File: src/rtl/arb_client.sv
// arb_client: 2-entry command queue driving an arbiter's req/done/dly
// handshake, with beat counting, post-transfer hold and timeout retry.
module arb_client #(
    parameter int MAX_RETRY   = 2,
    parameter int BACKOFF_CYC = 3,
    parameter int HOLD_CYC    = 1
) (
    input  logic       clk,
    input  logic       rst_n,
    input  logic       cmd_valid,
    input  logic [3:0] cmd_len,
    input  logic       cmd_hold,
    output logic       cmd_ready,
    input  logic       gnt,
    input  logic       tout,
    output logic       req,
    output logic       done,
    output logic       dly,
    output logic       beat_valid,
    output logic       xfer_err
);

    localparam logic [2:0] S_IDLE    = 3'd0;
    localparam logic [2:0] S_REQ     = 3'd1;
    localparam logic [2:0] S_XFER    = 3'd2;
    localparam logic [2:0] S_HOLD    = 3'd3;
    localparam logic [2:0] S_BACKOFF = 3'd4;

    localparam logic [7:0]  MAXR = 8'(MAX_RETRY);
    localparam logic [15:0] BO   = 16'(BACKOFF_CYC);
    localparam logic [15:0] HC   = 16'(HOLD_CYC);

    logic [3:0]  q_len [2];
    logic        q_hold [2];
    logic        wr_ptr;
    logic        rd_ptr;
    logic [1:0]  count;

    logic [2:0]  state;
    logic [3:0]  rem;
    logic [7:0]  retry;
    logic [15:0] bo_cnt;
    logic [15:0] hold_cnt;

    logic [3:0]  head_len;
    logic        head_hold;
    logic [7:0]  retry_nx;
    logic        abort;
    logic        give_up;
    logic        push;
    logic        pop;

    assign cmd_ready = (count != 2'd2);
    assign push      = cmd_valid & cmd_ready;
    assign head_len  = (q_len[rd_ptr] == 4'd0) ? 4'd1 : q_len[rd_ptr];
    assign head_hold = q_hold[rd_ptr];
    assign retry_nx  = retry + 8'd1;
    assign abort     = tout & ((state == S_REQ) | (state == S_XFER));
    assign give_up   = abort & (retry_nx == MAXR);

    // Entry leaves the queue on completion (with or without hold) or on give-up
    assign pop = give_up
               | (!abort && state == S_XFER && rem == 4'd0 && !head_hold)
               | (state == S_HOLD && hold_cnt == HC);

    always_ff @(posedge clk or negedge rst_n) begin
        if (!rst_n) begin
            q_len[0]  <= 4'd0;
            q_len[1]  <= 4'd0;
            q_hold[0] <= 1'b0;
            q_hold[1] <= 1'b0;
            wr_ptr    <= 1'b0;
            rd_ptr    <= 1'b0;
            count     <= 2'd0;
        end else begin
            if (push) begin
                q_len[wr_ptr]  <= cmd_len;
                q_hold[wr_ptr] <= cmd_hold;
                wr_ptr         <= ~wr_ptr;
            end
            if (pop) begin
                rd_ptr <= ~rd_ptr;
            end
            if (push && !pop) begin
                count <= count + 2'd1;
            end else if (pop && !push) begin
                count <= count - 2'd1;
            end
        end
    end

    always_ff @(posedge clk or negedge rst_n) begin
        if (!rst_n) begin
            state      <= S_IDLE;
            rem        <= 4'd0;
            retry      <= 8'd0;
            bo_cnt     <= 16'd0;
            hold_cnt   <= 16'd0;
            req        <= 1'b0;
            done       <= 1'b0;
            dly        <= 1'b0;
            beat_valid <= 1'b0;
            xfer_err   <= 1'b0;
        end else begin
            xfer_err <= 1'b0;
            if (abort) begin
                req        <= 1'b0;
                done       <= 1'b0;
                dly        <= 1'b0;
                beat_valid <= 1'b0;
                retry      <= retry_nx;
                rem        <= head_len;
                if (give_up) begin
                    xfer_err <= 1'b1;
                    state    <= S_IDLE;
                end else begin
                    bo_cnt <= 16'd1;
                    state  <= S_BACKOFF;
                end
            end else begin
                case (state)
                    S_IDLE: begin
                        if (count != 2'd0) begin
                            state <= S_REQ;
                            req   <= 1'b1;
                            rem   <= head_len;
                            retry <= 8'd0;
                        end
                    end
                    S_REQ: begin
                        if (gnt) begin
                            state      <= S_XFER;
                            req        <= 1'b0;
                            beat_valid <= 1'b1;
                            rem        <= rem - 4'd1;
                            done       <= (rem == 4'd1);
                            dly        <= head_hold & (rem == 4'd1);
                        end
                    end
                    S_XFER: begin
                        // rem counts beats not yet issued
                        if (rem == 4'd0) begin
                            beat_valid <= 1'b0;
                            done       <= 1'b0;
                            if (head_hold) begin
                                dly      <= 1'b1;
                                hold_cnt <= 16'd1;
                                state    <= S_HOLD;
                            end else begin
                                dly   <= 1'b0;
                                state <= S_IDLE;
                            end
                        end else if (gnt) begin
                            beat_valid <= 1'b1;
                            rem        <= rem - 4'd1;
                            done       <= (rem == 4'd1);
                            dly        <= head_hold & (rem == 4'd1);
                        end else begin
                            beat_valid <= 1'b0;
                        end
                    end
                    S_HOLD: begin
                        if (hold_cnt == HC) begin
                            dly   <= 1'b0;
                            state <= S_IDLE;
                        end else begin
                            hold_cnt <= hold_cnt + 16'd1;
                        end
                    end
                    S_BACKOFF: begin
                        if (bo_cnt == BO) begin
                            req   <= 1'b1;
                            state <= S_REQ;
                        end else begin
                            bo_cnt <= bo_cnt + 16'd1;
                        end
                    end
                    default: state <= S_IDLE;
                endcase
            end
        end
    end

endmodule
File: config.mk
export PLATFORM = sky130hd
export DESIGN_NAME = arb_client
export DESIGN_NICKNAME = d
export VERILOG_FILES = /design/src/rtl/arb_client.sv
export SDC_FILE = /design/constraint.sdc
export NUM_CORES = 1
export LEC_CHECK = 0
export CORE_ASPECT_RATIO = 1.2
export CORE_MARGIN = 4
export CORE_UTILIZATION = 50
export CTS_CLUSTER_DIAMETER = 120
export DETAILED_ROUTE_END_ITERATION = 8
export PLACE_DENSITY = 0.7
export SYNTH_ARGS = -nofsm -noshare
export SYNTH_HDL_FRONTEND = slang
export SYNTH_SLANG_ARGS = --single-unit
export TNS_END_PERCENT = 50
File: constraint.sdc
create_clock -name clk -period 2.44 [get_ports clk]
set_clock_uncertainty 0.05 [all_clocks]
set_input_delay 0.488 -clock clk [delete_from_list [all_inputs] [get_ports clk]]
set_output_delay 0.488 -clock clk [all_outputs]
set_load 0.02 [all_outputs]
; ---- After elaboration in Yosys (flattened, before gate mapping)
; Cells that the tools add are included.
[word_totals]
regBits = 66
[op_classes]
addsub = 6
order_cmp = 3
n_eq_ne = 20
n_mux = 62
n_bitwise = 12
n_reduce_logical = 32
[op_table]
columns = operator, count
row1 = $mux W16, 7
row2 = $mux W4, 9
row3 = $add A16 B1 Y16 const B, 2
row4 = $pmux W16 S2, 1
row5 = $mux W8, 3
row6 = $mux W1, 22
row7 = $mux W3, 7
row8 = $eq A16 B1 Y1 const B, 1
row9 = $eq A16 B2 Y1 const B, 1
row10 = $pmux W3 S5, 1
row11 = $ne A3 B3 Y1 const B, 4
row12 = $pmux W4 S3, 1
row13 = $reduce_bool A2 Y1, 6
row14 = $reduce_bool A4 Y1, 3
row15 = $ne A2 B2 Y1 const B, 5
row16 = $reduce_and A5 Y1, 2
row17 = $add A8 B1 Y8 const B, 1
row18 = $bwmux W8, 1
row19 = $eq A8 B2 Y1 const B, 1
row20 = $logic_not A4 Y1, 2
row21 = $logic_and A1 B1 Y1, 7
row22 = $eq A3 B2 Y1 const B, 2
row23 = $mux W2, 3
row24 = $ne A3 B2 Y1 const B, 2
row25 = other kinds (24), 41

; ---- Depth between registers and ports, before layout
[depth]
word_depth = 12
depth_mapped = 11

; ---- Worst setup path after synthesis
; No wires, ideal clock.
[synth_timing]
path_kind = register to register
startpoint = register retry[0]
endpoint = register count[1]
setup_time_ns = 0.079
t_arrival_ns = 2.298
slack_ns = 0.013
stages_incl_launch_ff = 12
path_buffers = 1
period_less_slack_ns = 2.427
path_cell_list = dfrtp_1 > ha_1 > and3_1 > nor4_1 > o221ai_1 > clkbuf_1 > o21ai_0 > inv_1 > ha_1 > xor2_1 > nor2_1 > xor2_1
[synth_via]
elab_chain_len = 8
elab_cells_between_ends = 10
[synth_lines]
columns = item, line
row1 = "start, declared", 41  ; logic [7:0] retry;
row2 = "start signal, assigned", 111  ; retry <= retry_nx;
row3 = $add A8 B1 Y8 (*), 57  ; assign retry_nx = retry + 8'd1;
row4 = $eq A8 B2 Y1 (*), 59  ; assign give_up = abort & (retry_nx == MAXR);
row5 = $and A1 B1 Y1 (*), 59
row6 = $or A1 B1 Y1 (*), 63  ; | (!abort && state == S_XFER && rem == 4'd0 && !head_hold)
row7 = $or A1 B1 Y1 (*), 64  ; | (state == S_HOLD && hold_cnt == HC);
row8 = $logic_not A1 Y1, 84  ; if (push && !pop) begin
row9 = $logic_and A1 B1 Y1, 84
row10 = $mux W2 or $reduce_bool A2 Y1 (tied branches), -
row11 = "end signal, assigned", 85  ; count <= count + 2'd1;
row12 = "end signal, assigned", 87  ; count <= count - 2'd1;
row13 = "end, declared", 37  ; logic [1:0] count;
; Mark *: on every way between the ends. The rest lies on a longest branch, timed or not.
; A chain may end at the register's enable or synchronous reset.

; ---- Worst setup path after layout
[layout_timing]
startpoint = register rem[0]
endpoint = register hold_cnt[13]
[layout_via]
elab_chain_len = 3
[layout_lines]
columns = item, line
row1 = "start, declared", 40  ; logic [3:0] rem;
row2 = "start signal, assigned", 112  ; rem <= head_len;
row3 = "start signal, assigned", 126  ; rem <= head_len;
row4 = "start signal, assigned", 135  ; rem <= rem - 4'd1;
row5 = $logic_not A4 Y1, 142  ; if (rem == 4'd0) begin
row6 = $ne A2 B1 Y1 (no line), -
row7 = $reduce_and A5 Y1 (no line), -
row8 = "end signal, assigned", 167  ; hold_cnt <= hold_cnt + 16'd1;
row9 = "end, declared", 43  ; logic [15:0] hold_cnt;
; Every way passes these cells.

==> flow_summary.ini <==
[synth]
synth-edff-count = 0
synthesis.nets = 420
netlist_area_um2 = 3760
post_synth_num_cell_types = 55
synth_ff_type = dfrtp_1
synth_seq_area_share_pct = 43.9
synth_seq_cells = 66
yosys_warnings = 0
synthesis.instances = 402
synthesis.area_per_instance_um2 = 9.37
ys_async_sr_fraction_pct = 100

[timing]
tightest_slew_ns = 0.573
report.final.hold_viol_count = 0
finalCriticalPeriod_ns = 2.35
report.final.slew_viol_count = 0
setup_tns_ns = 0
worst_slack_ns = 0.0908
worst_rel_slew_slack_pct = 61.5
unrepaired_setup_endpoints_after_global_routing = true
maxClockFrequency_mhz = 426
whs_ns = 0.0724
finalCritPeriodShare_pct = 96.3
setup_violations = 0

[grt]
track_usage_pct = 20.6
first_global_vias = 3143
gr-total-overflow = 0
grt_pass1_wl_um = 14700
maximum_number_of_pins_on_one_net_before_global_route_repair = 33
antenna_found_initial = 0

[cts]
cts_tree = yes
maximum_buffer_depth_of_the_clock_tree = 2
cts_inserted_buffers = 9
count_of_buffers_added_by_post_cts_timing_repair_for_setup = 0
clk-insertion-delay-late_ns = 0.35
cts_root_buffer = clkbuf_8
clkSlewWorstSetupHoldPaths_ns = 0.08
clkSinkCount = 66
cts_htree_levels = 3

[placement]
placed_cells = 514
placement.setup.worst_slack_ns = -0.116
port-buffer-count = 15
dpl_cell_area_um2 = 4170
routabilityCongestion = 0.873
post-dp-hpwl_um = 5970

[worst_setup_path]
cell_family_contributing_the_most_delay_on_the_critical_path = simple AND/OR/NAND/NOR gates
cp_data_arrival_time_ns = 2.58
cp_slowest_stage_delay_ns = 0.51
slowest_stage = or4_4
timing.critical_path.from_type = flip-flop
critical_path_cell_count = 7
crit_path_max_fanout = 4
worstPathRequired_ns = 2.67
worst-setup-path-type = reg -> reg
worstPathCellList = inv_1 -> ha_4 -> or3b_4 -> o31ai_4 -> o2111ai_2 -> or4_4 -> a21oi_2
endpoint_kind = flip-flop
depth_of_the_most_critical_reg_to_reg_path = 7
critPathBufInv = 1

[drt]
routed_wire_length_per_instance_um = 16.0
vias = 3201
avgViaCountPerCell = 6.04
finalWirelength_um = 8450
antenna_violating_nets_post_route = 0
first_pass_drt_iterations = 4
detail_route.iter0.violations = 184
drcViolationCount = 0

[finish]
finish.instance_area_um2 = 4420
antenna-diode-count = 0
post_route_cells_drive_above_1_share_pct = 17.0
nNetsFinal = 453
final_cell_count_no_fill = 530
area_growth_pct = 17.5

[floorplan]
floorplan.die.height_um = 103
chipWidth_um = 87.2
die_area_um2 = 8990
initial_cell_density_of_the_core_pct = 51.8
floorplan.io_pins = 16
core_um2 = 7270
fp-row-count = 34

[power_and_ir_drop]
worst_vdd_rail_ir_drop_uv = 633
power.density_nw_per_um2 = 1140
power_leakage_uw = 0.00197

[hold_path]
worstHoldPathType = in -> async

[run_status]
run_status = finished, final reports clean

[flow_run]
cap_viol_max_count = 0
[area by class of cell]
cell class | count | area [um2]
well taps | 90 | 113
multi-input cells | 302 | 2020
clock inverters | 7 | 77.6
fillers | 618 | 2850
clock buffers | 9 | 124
inverters | 12 | 45.0
flip-flops and latches | 66 | 1650
repair buffers | 44 | 392
[flip-flops by register name, indices dropped and copies added (netlist names)]
register	count
q_len	8
rd_ptr	1
state	3
rem	4
beat_valid	1
done	1
count	2
wr_ptr	1
hold_cnt	16
req	1
bo_cnt	16
dly	1
xfer_err	1
q_hold	2
retry	8
[cells in the mapped netlist, drive strengths merged, types with 8 or more instances]
cell type,n,area share [%]
dfrtp,66,44
nand2,41,4.1
o21ai,30,4.0
nor2,23,2.3
a21oi,22,2.9
clkbuf,17,1.7
nand3,16,2.1
a31oi,15,2.5
mux2,13,3.9
and3,12,2.0
inv,12,1.2
nand4,9,1.5
nor4,9,1.5
ha,8,2.7
mux2i,8,2.1
xnor2,8,1.9
[placed cells by master, fill, tap and decap left out, drive strengths merged, types with 12 or more instances in the layout]
cell and instances:
o21ai 30, inv 14, nor2 23, and3 12, a21oi 22, nand2 41
buf 30, dfrtp 66, mux2 13, a31oi 15, nand3 16, clkdlybuf4s50 14
[where the power goes]
part	leakage (uW)	internal, uW	switching (uW)
Combinational	0.00103	1030	1200
Sequential	0.000853	1460	383
Clock	0.0000885	478	463
[worst paths after layout]
kind	to	slack, ns	start
worst min-delay path	beat_valid$_DFFE_PN0P_	0.07	rst_n
worst max-delay path	hold_cnt[13]$_DFFE_PN0P_	0.09	rem[0]$_DFFE_PN0P_
worst max register to register	hold_cnt[13]$_DFFE_PN0P_	0.09	rem[0]$_DFFE_PN0P_
min in group clk	q_len[7]$_DFFE_PN0P_	0.46	q_len[7]$_DFFE_PN0P_
worst min register to register	q_len[7]$_DFFE_PN0P_	0.46	q_len[7]$_DFFE_PN0P_
max in group asynchronous	q_len[6]$_DFFE_PN0P_	1.68	rst_n
[metal layers]
metal,wire length [um],vias to the layer above,GRT usage (%)
met4,143,0,8.26
met1,3860,1548,26.6
li1,-,1567,-
met3,324,13,3.52
met5,0,-,0
met2,4130,73,34.2
[per-stage QoR]
step | utilization, % | power [uW]
3_5_place_dp | 57.3 | 4030
6_report | 60.8 | 5020
4_1_cts | 60.1 | 4990
3_3_place_gp | 57.3 | 3960
2_1_floorplan | - | 3270
5_1_grt | 60.8 | 5420
[timing repair]
item,CTS,global route
endpoints found under the setup margin,0,8
hold buffers,0,0
resized for setup,0,12
hold endpoints to repair,0,0
[logic make-up (layout without fill, tap and decap cells)]
| logic type | count (synthesis) | in the layout | share of synthesized area (%) |
|---|---|---|---|
| DFF | 66 | 66 | 43.9 |
| AOI/OAI and AO/OA | 108 | 108 | 19.0 |
| and+or+nand+nor | 151 | 151 | 21.3 |
| adders and majority gates | 8 | 8 | 2.66 |
| buffers and inverters | 34 | 72 | 3.82 |
| xor gates and xnor gates | 14 | 14 | 3.26 |
| muxes | 21 | 21 | 6.02 |
Note: power is estimated with default switching activity, not from simulation.
